==> src/rtl/traffic_pkg.sv <==
// -----------------------------------------------------------------------------
// traffic_pkg
// Shared definitions for the traffic-light lamp path:
//   - 2-bit controller light codes (LIGHT_*)
//   - one-hot {red, amber, green} lamp patterns (LAMP_*)
//   - lamp_safety_monitor state enum
//   - fault_code cause values (FAULT_*)
//   - decode_light(): light code -> lamp pattern (illegal code shows red)
// -----------------------------------------------------------------------------
package traffic_pkg;

    typedef logic [1:0] light_t;
    typedef logic [2:0] lamp_t;

    localparam light_t LIGHT_RED     = 2'b00;
    localparam light_t LIGHT_AMBER   = 2'b01;
    localparam light_t LIGHT_GREEN   = 2'b10;
    localparam light_t LIGHT_ILLEGAL = 2'b11;

    localparam lamp_t LAMP_RED   = 3'b100;
    localparam lamp_t LAMP_AMBER = 3'b010;
    localparam lamp_t LAMP_GREEN = 3'b001;
    localparam lamp_t LAMP_OFF   = 3'b000;

    typedef enum logic [1:0] {
        NORMAL  = 2'd0,
        FLASH   = 2'd1,
        RECOVER = 2'd2
    } monitor_state_t;

    localparam logic [1:0] FAULT_NONE     = 2'b00;
    localparam logic [1:0] FAULT_CONFLICT = 2'b01;
    localparam logic [1:0] FAULT_ILLEGAL  = 2'b10;
    localparam logic [1:0] FAULT_BOTH     = 2'b11;

    // An illegal code is never displayed; red is the safe fallback.
    function automatic lamp_t decode_light(input light_t code);
        lamp_t lamp;
        case (code)
            LIGHT_AMBER: lamp = LAMP_AMBER;
            LIGHT_GREEN: lamp = LAMP_GREEN;
            default:     lamp = LAMP_RED;
        endcase
        return lamp;
    endfunction

endpackage

==> src/rtl/lamp_flasher.sv <==
// -----------------------------------------------------------------------------
// lamp_flasher
// Flash phase generator for the failsafe mode. Phase is "on" right after a
// restart and toggles every FLASH_HALF_PERIOD enabled cycles.
// Ports:
//   clk     in   system clock, rising edge
//   rst     in   asynchronous active-low reset (phase on, counter 0)
//   enable  in   advance the flash counter this cycle
//   restart in   force counter 0 and phase on (has priority over enable)
//   phase   out  1 = lamps on, 0 = lamps off
// -----------------------------------------------------------------------------
module lamp_flasher #(
    parameter int FLASH_HALF_PERIOD = 4
) (
    input  logic clk,
    input  logic rst,
    input  logic enable,
    input  logic restart,
    output logic phase
);

    localparam int CW = $clog2(FLASH_HALF_PERIOD + 1);

    logic [CW-1:0] flash_cnt_reg;
    logic          phase_reg;

    always_ff @(posedge clk or negedge rst) begin
        if (!rst) begin
            flash_cnt_reg <= '0;
            phase_reg     <= 1'b1;
        end else if (restart) begin
            flash_cnt_reg <= '0;
            phase_reg     <= 1'b1;
        end else if (enable) begin
            if (flash_cnt_reg == CW'(FLASH_HALF_PERIOD - 1)) begin
                flash_cnt_reg <= '0;
                phase_reg     <= ~phase_reg;
            end else begin
                flash_cnt_reg <= flash_cnt_reg + 1'b1;
            end
        end
    end

    assign phase = phase_reg;

endmodule

==> src/rtl/lamp_safety_monitor.sv <==
// -----------------------------------------------------------------------------
// lamp_safety_monitor
// Safety stage between the traffic-light controller and the lamp drivers.
// Never displays conflicting greens or illegal codes; persistent faults latch
// a flashing-red failsafe that exits only via operator-acknowledged, timed
// all-red recovery.
// Optional feature: define LAMP_FAULT_CODE_EN to latch the fault cause on
// fault_code; otherwise fault_code is constant 00.
// Ports:
//   clk                          in   system clock, rising edge
//   rst                          in   asynchronous active-low reset
//   north/west/south/east_light  in   2-bit controller light codes
//   fault_clear                  in   operator acknowledge (level)
//   north/west/south/east_lamp   out  one-hot {red, amber, green}
//   fault                        out  high while in FLASH
//   fault_code                   out  latched cause: 01 conflict, 10 illegal, 11 both
// -----------------------------------------------------------------------------
module lamp_safety_monitor
    import traffic_pkg::*;
#(
    parameter int CONFLICT_PERSIST  = 2,
    parameter int FLASH_HALF_PERIOD = 4,
    parameter int MIN_FAULT_CYCLES  = 16,
    parameter int RECOVER_CYCLES    = 8
) (
    input  logic       clk,
    input  logic       rst,
    input  logic [1:0] north_light,
    input  logic [1:0] west_light,
    input  logic [1:0] south_light,
    input  logic [1:0] east_light,
    input  logic       fault_clear,
    output logic [2:0] north_lamp,
    output logic [2:0] west_lamp,
    output logic [2:0] south_lamp,
    output logic [2:0] east_lamp,
    output logic       fault,
    output logic [1:0] fault_code
);

    localparam int BW = $clog2(CONFLICT_PERSIST + 1);
    localparam int FW = (MIN_FAULT_CYCLES > 0) ? $clog2(MIN_FAULT_CYCLES + 1) : 1;
    localparam int RW = $clog2(RECOVER_CYCLES + 1);

    // Index order: 0 north, 1 west, 2 south, 3 east
    light_t light_in [4];
    lamp_t  lamp_reg [4];
    lamp_t  lamp_out [4];

    assign light_in[0] = north_light;
    assign light_in[1] = west_light;
    assign light_in[2] = south_light;
    assign light_in[3] = east_light;

    monitor_state_t state_reg, state_next;

    logic [BW-1:0] bad_cnt_reg;
    logic [FW-1:0] fault_cycles_reg;
    logic [RW-1:0] recover_cnt_reg;

    logic any_illegal, ns_active, ew_active, conflict, bad_cycle;
    logic all_red_in, persist_hit, clear_ok, flash_entry, flash_phase;

    // Any non-red code (including illegal) counts as an active direction.
    assign any_illegal = (north_light == LIGHT_ILLEGAL) || (west_light == LIGHT_ILLEGAL) ||
                         (south_light == LIGHT_ILLEGAL) || (east_light == LIGHT_ILLEGAL);
    assign ns_active   = (north_light != LIGHT_RED) || (south_light != LIGHT_RED);
    assign ew_active   = (east_light  != LIGHT_RED) || (west_light  != LIGHT_RED);
    assign conflict    = ns_active && ew_active;
    assign bad_cycle   = any_illegal || conflict;
    assign all_red_in  = !ns_active && !ew_active;

    // This bad cycle is the one that completes the persistence window.
    assign persist_hit = bad_cycle && (bad_cnt_reg == BW'(CONFLICT_PERSIST - 1));
    assign clear_ok    = fault_clear && all_red_in &&
                         (fault_cycles_reg >= FW'(MIN_FAULT_CYCLES));
    assign flash_entry = (state_next == FLASH) && (state_reg != FLASH);

    // ---------------- state register ----------------
    always_ff @(posedge clk or negedge rst) begin
        if (!rst) state_reg <= NORMAL;
        else      state_reg <= state_next;
    end

    // ---------------- next-state logic ----------------
    always_comb begin
        state_next = state_reg;
        case (state_reg)
            NORMAL:  if (persist_hit) state_next = FLASH;
            FLASH:   if (clear_ok)    state_next = RECOVER;
            RECOVER: begin
                // Persistence beats recovery completion on the same cycle.
                if (persist_hit)
                    state_next = FLASH;
                else if (recover_cnt_reg == RW'(RECOVER_CYCLES - 1))
                    state_next = NORMAL;
            end
            default: state_next = NORMAL;
        endcase
    end

    // ---------------- counters ----------------
    always_ff @(posedge clk or negedge rst) begin
        if (!rst) begin
            bad_cnt_reg      <= '0;
            fault_cycles_reg <= '0;
            recover_cnt_reg  <= '0;
        end else begin
            if (!bad_cycle)
                bad_cnt_reg <= '0;
            else if (bad_cnt_reg != BW'(CONFLICT_PERSIST))
                bad_cnt_reg <= bad_cnt_reg + 1'b1;

            // Held at 0 outside FLASH so every entry starts counting from 0.
            if (state_reg != FLASH)
                fault_cycles_reg <= '0;
            else if (fault_cycles_reg != FW'(MIN_FAULT_CYCLES))
                fault_cycles_reg <= fault_cycles_reg + 1'b1;

            if (state_reg != RECOVER)
                recover_cnt_reg <= '0;
            else if (recover_cnt_reg != RW'(RECOVER_CYCLES))
                recover_cnt_reg <= recover_cnt_reg + 1'b1;
        end
    end

    // Display register: loaded every cycle so it is already valid on the
    // edge that returns to NORMAL. Bad cycles load steady red.
    generate
        for (genvar gi = 0; gi < 4; gi++) begin : g_lamp
            always_ff @(posedge clk or negedge rst) begin
                if (!rst)           lamp_reg[gi] <= LAMP_RED;
                else if (bad_cycle) lamp_reg[gi] <= LAMP_RED;
                else                lamp_reg[gi] <= decode_light(light_in[gi]);
            end
        end
    endgenerate

    lamp_flasher #(
        .FLASH_HALF_PERIOD (FLASH_HALF_PERIOD)
    ) u_flasher (
        .clk     (clk),
        .rst     (rst),
        .enable  (state_reg == FLASH),
        .restart (flash_entry),
        .phase   (flash_phase)
    );

    // ---------------- output logic ----------------
    always_comb begin
        fault = (state_reg == FLASH);
        for (int i = 0; i < 4; i++) begin
            case (state_reg)
                NORMAL:  lamp_out[i] = lamp_reg[i];
                FLASH:   lamp_out[i] = flash_phase ? LAMP_RED : LAMP_OFF;
                default: lamp_out[i] = LAMP_RED;
            endcase
        end
    end

    assign north_lamp = lamp_out[0];
    assign west_lamp  = lamp_out[1];
    assign south_lamp = lamp_out[2];
    assign east_lamp  = lamp_out[3];

`ifdef LAMP_FAULT_CODE_EN
    logic [1:0] fault_code_reg;

    always_ff @(posedge clk or negedge rst) begin
        if (!rst)
            fault_code_reg <= FAULT_NONE;
        else if (flash_entry)
            fault_code_reg <= {any_illegal, conflict};
        else if ((state_next == NORMAL) && (state_reg != NORMAL))
            fault_code_reg <= FAULT_NONE;
    end

    assign fault_code = fault_code_reg;
`else
    assign fault_code = FAULT_NONE;
`endif

endmodule

==> config.mk <==
export PLATFORM = sky130hd
export DESIGN_NAME = lamp_safety_monitor
export DESIGN_NICKNAME = d
export VERILOG_FILES = /design/src/rtl/traffic_pkg.sv /design/src/rtl/lamp_flasher.sv /design/src/rtl/lamp_safety_monitor.sv
export SDC_FILE = /design/constraint.sdc
export NUM_CORES = 1
export LEC_CHECK = 0
export ABC_AREA = 0
export CORE_UTILIZATION = 40
export CTS_BUF_LIST = sky130_fd_sc_hd__clkbuf_4 sky130_fd_sc_hd__clkbuf_8
export CTS_CLUSTER_SIZE = 10
export DETAILED_ROUTE_END_ITERATION = 8
export PLACE_DENSITY = 0.63
export SETUP_SLACK_MARGIN = 0.15
export SYNTH_ARGS = -nofsm -noshare
export SYNTH_HDL_FRONTEND = slang
export SYNTH_HIERARCHICAL = 1
export SYNTH_SLANG_ARGS = --single-unit
==> constraint.sdc <==
create_clock -name clk -period 1.21 [get_ports clk]
set_input_delay 0.242 -clock clk [delete_from_list [all_inputs] [get_ports clk]]
set_output_delay 0.242 -clock clk [all_outputs]
set_load 0.01 [all_outputs]
==> metrics <==
first-pass GRT wire length=5550 µm; hpwl dp=around 2300 µm; H-tree levels=2; Mapped Area=0.00163 mm²; Final period util=1.28; Slowest cell on crit path=dfrtp_2; initial core utilization=0.430; Critical Path RT=about 0.97 ns; clock buffer count from CTS=5; core box area=0.00380 mm²; max reg flops=12; antenna viol nets, final=0; total congestion overflow=0; final setup violation count=37; FP Rows=22; Post-synth EDFFs=0; post-synthesis async set-or-reset flop share=1.00; post-route insts no fill=about 280; worst-path cell chain=nor2_4, buf_6, buf_6, and2_4, buf_6; Clock Skew=0.00262 ns; CTS tree=built; Clock transition at path regs=around 0.060 ns; final hold viol count=0; Worst-Skew Late Latency=0.28 ns; Final nets=267; cell total after placement=258; detailed-route via count=~1,300; highest clock rate=approximately 640 MHz; Hold Crit Class=input pin to async pin; VDD IR max=just under 800 µV; startpoint class of the critical path=register; Crit path arrival time=about 1.3 ns; yosys warns=6; # hold bufs at CTS=0; failing checks=negative setup slack; share of cells above drive strength 1=0.597; Die W=65.9 µm; Synth Instances=160; crit path capture type=output pin; fin crit period=1.55 ns; PD cells=1760 mW/mm²; DRT iter0 DRCs=18; ant diodes=0; via count of the first global-routing pass=approximately 1,400; Leak=1.33 nW; die footprint=0.00434 mm²; TritonCTS Sinks=29; worst reg2reg path depth=8; drt total wl=3510 µm; post-synth cell types=27; Max Cap Viol=0; area grow syn2layout=64.2%; unrepaired setup endpoints after global routing=true; syn avg cell area=10.2 µm²; I/O pin total=26; root buf cell=clkbuf_8; total power=0.00472 W; Synth Flop Type=dfrtp_1; worst stage delay on the critical path=0.44 ns; GP Congestion=0.695; CTS Buffer Depth=2; IO buf count=23; status=complete, but fails checks; antenna violations before repair=0; Max FO, Critical Path=3; Residual DRC=0; WL/cell=12.5 µm; Final Max Tran Viols=0; critical setup path kind=register to output pin; number of vias per cell=4.68; Total GRT Usage=0.173; Most common cell on crit path=buf_6; worst setup margin=-0.343 ns; First-pass DRT Iterations=4; sequential area share after synthesis=0.449; largest net degree at the start of global routing=30; Yosys reg bits=29; Die H=between 60 and 70 µm
## logic make-up (layout without fill, tap and decap cells)
logic type | Yosys count | count (layout) | synth area share
simple gates | 58 | 58 | 0.191
flops | 29 | 29 | 0.449
buf+inv | 25 | 97 | 0.0644
fa+ha+maj | 23 | 23 | 0.176
compound gates | 14 | 14 | 0.0621
xor+xnor | 8 | 8 | 0.0429
mux | 2 | 2 | 0.0123
other cells | 1 | 2 | 0.00230
## worst max-delay path, delay by kind of cell (launching register included)
family	cells	cell delay, ns
simple gates	2	0.29
buf+inv	3	0.30
flops	1	0.44
## stage by stage
step | setup WS (ns) | setup TNS, ns | util | area, µm² | hold slack [ns]
final | -0.343 | -6.70 | 0.705 | 2680 | 0.320
after global routing | -0.404 | -8.19 | 0.705 | 2680 | 0.328
after CTS | -0.351 | -5.20 | 0.657 | 2500 | 0.317
after detailed placement | -0.830 | -20.06 | 0.589 | 2240 | 0.517
after global placement | -0.818 | -19.78 | 0.589 | 2240 | 0.502
after floorplan | -0.310 | -3.45 | - | 1740 | -0.0536
## routing by layer
| layer | GRT usage | wire, µm | up-vias |
|---|---|---|---|
| met5 | 0 | 0 | - |
| met4 | 0.0652 | 107 | 0 |
| met3 | 0.0466 | 124 | 11 |
| met2 | 0.347 | 2000 | 27 |
| met1 | 0.160 | 1280 | 634 |
| li1 | - | - | 643 |
## layout by cell type (no fill, tap or decap), types with 3 or more instances in the layout
cell type  netlist  final
nand3_1          5      4
nand3b_1         3      3
dfrtp_1         24     22
nand2b_4         0      4
nor2_1          12      8
o21ai_2          0      4
inv_1           21     19
and2_1          16      3
ha_4             0      6
clkbuf_8         0      6
dfstp_2          5      5
buf_6            0     27
nand2_2          0      5
a21oi_2          0      3
and2_4           0     13
nand2b_1         7      3
nand2_1          9      3
ha_1            23     16
xor2_1           5      5
buf_4            3     28
buf_2            0      9
## worst paths after layout
kind | startpoint | to | slack (ns)
max in group asynchronous | rst | lamp_reg[11] | 0.66
min in group clk | north_light[1] | lamp_reg[9] | 0.41
worst min register to register | u_flasher/flash_cnt_reg[2] | u_flasher/flash_cnt_reg[2] | 0.54
worst max-delay path | state_reg[1] | north_lamp[0] | -0.34
worst min-delay path | rst | fault_cycles_reg[2] | 0.32
worst max register to register | state_reg[0] | u_flasher/phase | -0.12
## repair_timing
item,in CTS,in global routing
endpoints found under the setup margin,39,41
buffers inserted,10,5
pin swaps,25,12
gates resized for setup,128,35
cloned,1,0
## Yosys cell counts (2+ instances only)
cell type  count  area share
dfrtp_1       24        0.37
nand2b_1       7       0.027
nand3b_1       3       0.014
a21oi_1        5       0.015
nor2_1        12       0.028
nor3_1         3      0.0092
dfstp_2        5       0.081
buf_4          3       0.014
and2_1        16       0.061
o21ai_0        4       0.012
xor2_1         5       0.027
nand3_1        5       0.015
ha_1          23        0.18
mux2i_1        2       0.012
xnor2_1        3       0.016
nand2_1        9       0.021
inv_1         21       0.048
## report_power, final
part | internal [W] | switching (W) | total [W]
clock network | 0.000472 | 0.000331 | 0.000803
logic | 0.00136 | 0.00114 | 0.00250
registers | 0.00120 | 0.000221 | 0.00142
## area by class of cell
type | count | area [µm²]
Clock buffer | 7 | 90.1
Inverter | 21 | 78.8
Fill cell | 258 | 1120
Multi-Input combinational cell | 107 | 1090
Tap cell | 48 | 60.1
Sequential cell | 29 | 734
Timing Repair Buffer | 69 | 629
(Power assumes the default switching activity.)
